File: config.mk
export PLATFORM = sky130hd
export DESIGN_NAME = frame_signature_acc
export DESIGN_NICKNAME = d
export VERILOG_FILES = /design/src/rtl/video_pkg.sv /design/src/rtl/frame_signature_acc.sv
export SDC_FILE = /design/constraint.sdc
export NUM_CORES = 1
export LEC_CHECK = 0
export CAP_MARGIN = 5
export CORE_MARGIN = 2
export CORE_UTILIZATION = 47
export DETAILED_ROUTE_END_ITERATION = 10
export PLACE_DENSITY = 0.9
export SETUP_SLACK_MARGIN = 0.4
export SYNTH_ARGS = -nofsm -noshare
export SYNTH_HDL_FRONTEND = slang
export SYNTH_SLANG_ARGS = --single-unit
File: constraint.sdc
create_clock -name clk_i -period 1.37 [get_ports clk_i]
set_clock_uncertainty 0.1 [all_clocks]
set_input_delay 0.274 -clock clk_i [delete_from_list [all_inputs] [get_ports clk_i]]
set_output_delay 0.274 -clock clk_i [all_outputs]
set_load 0.05 [all_outputs]
File: src/rtl/video_pkg.sv
// Shared types and the signature fold for the raster video frame checker.
package video_pkg;

  localparam int H_ACTIVE_DEF = 640;
  localparam int V_ACTIVE_DEF = 480;

  typedef logic [9:0] pos_t;

  typedef enum logic {
    IDLE,
    CAPTURE
  } vfc_state_e;

  // One fold step: rotate the running signature left by one, then mix in the pixel.
  function automatic logic [31:0] sig_step(input logic [31:0] sig, input logic [31:0] pix);
    return {sig[30:0], sig[31]} ^ pix;
  endfunction

endpackage

File: src/rtl/frame_signature_acc.sv
// Running rotate-xor signature over the active pixels of the frame being captured.
module frame_signature_acc
  import video_pkg::*;
(
  input  logic        clk_i,
  input  logic        reset_i,
  input  logic        init,
  input  logic        step,
  input  logic [31:0] pix,
  output logic [31:0] signature
);

  // NOTE: sequential state uses non-blocking assignments so every register
  // samples the pre-edge value of its neighbours, whatever the block order.
  always_ff @(posedge clk_i) begin
    if (reset_i) begin
      signature <= '0;
    end else if (init) begin
      signature <= pix;
    end else if (step) begin
      signature <= sig_step(signature, pix);
    end
  end

endmodule

==> impl_metrics.csv, run 1 <==
group,metric,value,unit
floorplan,initial_core_util,0.481,
placement,dpl.hpwl,3830,um
clock_network,cts-buffers-inserted,5,
run_status,stop_stage,"clock tree synthesis (4_1_cts)",
floorplan,die_h,64.7,um
logic_synthesis,syn_avg_cell_area,8.14,um^2
placement,gp_congestion,0.740,
run_status,status,"stopped before the end",
clock_network,cts_repair_resize_count,74,
logic_synthesis,synthFlopType,"dfxtp_1",
logic_synthesis,synth_mux_area_frac,0,
logic_synthesis,synthCells,213,
floorplan,rows,22,
placement,dp_slack,0.0660,ns
logic_synthesis,synthAdderAreaFrac,0,
logic_synthesis,synth_top_area_frac,0.369,
logic_synthesis,synthDistinctLibCells,11,
logic_synthesis,syn-num-nets,249,
floorplan,ios,68,
clock_network,hold_buffers,0,
clock_network,cts_setup_buffers,34,
logic_synthesis,synthesis.area,1730,um^2
clock_network,h-tree-depth,2,
clock_network,clock_path_buffers,2,
logic_synthesis,synthSimpleGateAreaFrac,0.304,
logic_synthesis,yosys.area.top_type,"dfxtp_1",
run_status,first-error,"[ERROR DPL-0033] detailed placement checks failed during check placement.",
logic_synthesis,synthXorXnorAreaFrac,0,
floorplan,fp.dieW,64.7,um
logic_synthesis,synth_top_family_by_area,"simple AND/OR/NAND/NOR gates",
logic_synthesis,synth_edf_count,0,
logic_synthesis,yosysWarnings,0,
logic_synthesis,ys_seq_elements,32,
logic_synthesis,synth_area_leaders,"dfxtp_1, a22oi_1, nand3b_1, a31oi_1, nand3_1",
logic_synthesis,async_flop_share,0,
logic_synthesis,synth-compound-area-share,0.254,
logic_synthesis,ys_seq_area_frac,0.369,
clock_network,root_buffer,"clkbuf_8",
placement,io_buffers,67,
clock_network,cts.sinks,32,
cells by family after synthesis:
| family | Yosys count |
|---|---|
| AOI/OAI and AO/OA | 64 |
| buffers and inverters | 20 |
| DFF | 32 |
| and+or+nand+nor | 97 |
through the flow:
step | instances | hold slack (ns) | utilization | cell area [um^2]
after detailed placement | 316 | 0.409 | 0.819 | 2950
after floorplan | 213 | 0.236 | - | 2000
after global placement | 316 | 0.405 | 0.819 | 2950
==> run 2: changes to the inputs <==
Settings changed: CORE_UTILIZATION 47 to 40, PLACE_DENSITY 0.9 to unset, PLACE_DENSITY_LB_ADDON set to 0.15, SETUP_SLACK_MARGIN 0.4 to unset.
==> run 2 against run 1 <==
  * The run now ends clean
  * Synthesized cell count is the same
  * Synthesized area did not move
==> impl_metrics.csv, run 2 <==
group,metric,value,unit
run_status,status,"finished, final reports clean",
clock_network,hold_buffers,0,
logic_synthesis,synthDistinctLibCells,11,
routing,via_per_inst,5.90,
critical_path,worstSetupStartpoint,"signature[17]",
floorplan,core_area,4090,um^2
logic_synthesis,ys_seq_elements,32,
cells_and_area,diodes,0,
critical_path,r2r_start,"signature[14]",
timing,slew_viol_final,0,
cells_and_area,largest_register_ffs,32,
logic_synthesis,synthesis.area,1730,um^2
clock_network,root_buffer,"clkbuf_8",
global_routing,grt_max_degree,33,
critical_path,critPathBufInv,1,
floorplan,rows,23,
floorplan,ios,68,
logic_synthesis,ys_seq_area_frac,0.369,
critical_path,worstPathCellList,"buf_12",
critical_path,cp.required,1.00,ns
timing,period_minus_slack,1.27,ns
cells_and_area,multi_input_area,967,um^2
timing,hold_viol_final,0,
cells_and_area,nets,313,
cells_and_area,ff_latch_area,641,um^2
clock_network,clock_path_buffers,2,
global_routing,grt.overflow.total,0,
logic_synthesis,synth_edf_count,0,
placement,dp_slack,0.0777,ns
hold_path,worstHoldStart,"step",
floorplan,fp.dieW,69.8,um
global_routing,antenna_found_initial,0,
critical_path,endpoint_kind,"output port",
timing,setup_violations,0,
global_routing,grtUsageTotal,0.206,
routing,drc,0,
clock_network,clkLatencyLatePin,0.28,ns
critical_path,critPathKind,"reg2out",
power,powerDensity,1000,nW/um^2
placement,io_buffers,67,
critical_path,cp-start-kind,"register",
clock_network,cts.reportedPaths.clkPinSlew,0.07,ns
logic_synthesis,synth_area_leaders,"dfxtp_1, a22oi_1, nand3b_1, a31oi_1, nand3_1",
routing,vias,1934,
hold_path,holdCritPathClass,"in2reg",
routing,drt_iter0_drc,162,
logic_synthesis,yosys.area.top_type,"dfxtp_1",
logic_synthesis,async_flop_share,0,
cells_and_area,fin_util,0.693,
cells_and_area,most-common-layout-cells,"clkdlybuf4s50_1, buf_12",
critical_path,cp_data_arrival_time,0.90,ns
routing,ant_nets,0,
timing,timing.final.ws_setup,0.0991,ns
cells_and_area,final_cells,328,
clock_network,cts_repair_resize_count,0,
routing,wire_per_inst,15.3,um
clock_network,cts_setup_buffers,0,
floorplan,fp.dieArea,4880,um^2
timing,max_slew_margin,0.810,
timing,fin_setup_tns,0,ns
logic_synthesis,yosysWarnings,0,
global_routing,grt_pass1_wl,8300,um
logic_synthesis,synthCells,213,
global_routing,grt_pass1_vias,1803,
critical_path,slowest_delay,0.44,ns
cells_and_area,reg_top3,"signature x32",
placement,gp_congestion,0.700,
clock_network,cts.sinks,32,
timing,worst_pin_slew,0.285,ns
clock_network,h-tree-depth,2,
critical_path,crit_family,"flip-flops",
critical_path,critical-path-slowest-cell,"dfxtp_1",
routing,drt-pass1-iter-count,4,
cells_and_area,drive_above_1_share,0.191,
floorplan,initial_core_util,0.424,
timing,fmax,787,MHz
flow_run,cap_viol_max_count,0,
logic_synthesis,synthFlopType,"dfxtp_1",
placement,dpl.hpwl,3480,um
timing,rsz0062_at_grt,"false",
floorplan,die_h,69.8,um
logic_synthesis,synth_top_area_frac,0.369,
power,irDropWorstVdd,0.000542,V
cells_and_area,largest_register,"signature",
logic_synthesis,syn-num-nets,249,
timing,fin_crit_sh,0.928,
cells_and_area,fill_cells,323,
routing,wl,5020,um
clock_network,cts-buffers-inserted,5,
clock_network,cts_tree,"built",
power,p_leak,0.00102,uW
logic_synthesis,syn_avg_cell_area,8.14,um^2
cells_and_area,areaGrowthSynthToFinish,63.3,%
placement,placed_cells,320,
critical_path,crit_path_max_fanout,4,
run 2: cell counts after synthesis:
Identical to the previous run, type by type.
run 2: worst register-to-register path: cells and delay by family, from the launching register on:
| family | cells | cell delay, ns |
|---|---|---|
| compound gates | 2 | 0.33 |
| flops | 1 | 0.36 |
run 2: final cells by class:
class                      instances  share of cell area
clock buffer                       6              0.0292
clock inverter                     2             0.00354
timing repair buffer              77               0.377
tap                               50              0.0221
multi-input combinational        161               0.342
sequential                        32               0.226
run 2: path summary, 6_finish.rpt:
check / endpoint / slack [ns] / depth (start not counted)
worst max-delay path: signature[17] / 0.1 / 1
worst min-delay path: signature[12] / 0.41 / 4
worst max register to register: signature[14] / 0.46 / 2
worst min register to register: signature[20] / 0.45 / 2
run 2: logic make-up (layout without fill, tap and decap cells):
logic type             after synthesis  after routing  synth area share
AND/OR/NAND/NOR                     97             97             0.304
flip-flops                          32             32             0.369
AO/OA/AOI/OAI                       64             64             0.254
buffers and inverters               20             85            0.0729
run 2: layer usage:
metal	track usage	wire, um	vias up
met4	0.0769	36	0
met3	0.0392	257	4
met1	0.263	2210	928
met5	0	0	-
met2	0.343	2520	60
li1	-	-	942
run 2: power breakdown:
part / internal (uW) / switching (uW) / leakage (uW)
Combinational: 488 / 478 / 0.000699
Sequential: 1010 / 116 / 0.000266
Clock: 401 / 351 / 0.0000510
Total: 1890 / 945 / 0.00102
run 2: per-stage QoR:
step / total power, uW / cell area, um^2 / hold WS (ns)
global route: 2950 / 2830 / 0.435
global placement: 2090 / 2740 / 0.441
floorplan: 1590 / 1730 / 0.243
detailed placement: 2100 / 2740 / 0.444
CTS: 2850 / 2830 / 0.407
finish: 2840 / 2830 / 0.414
Note: power is estimated with default switching activity, not from simulation.
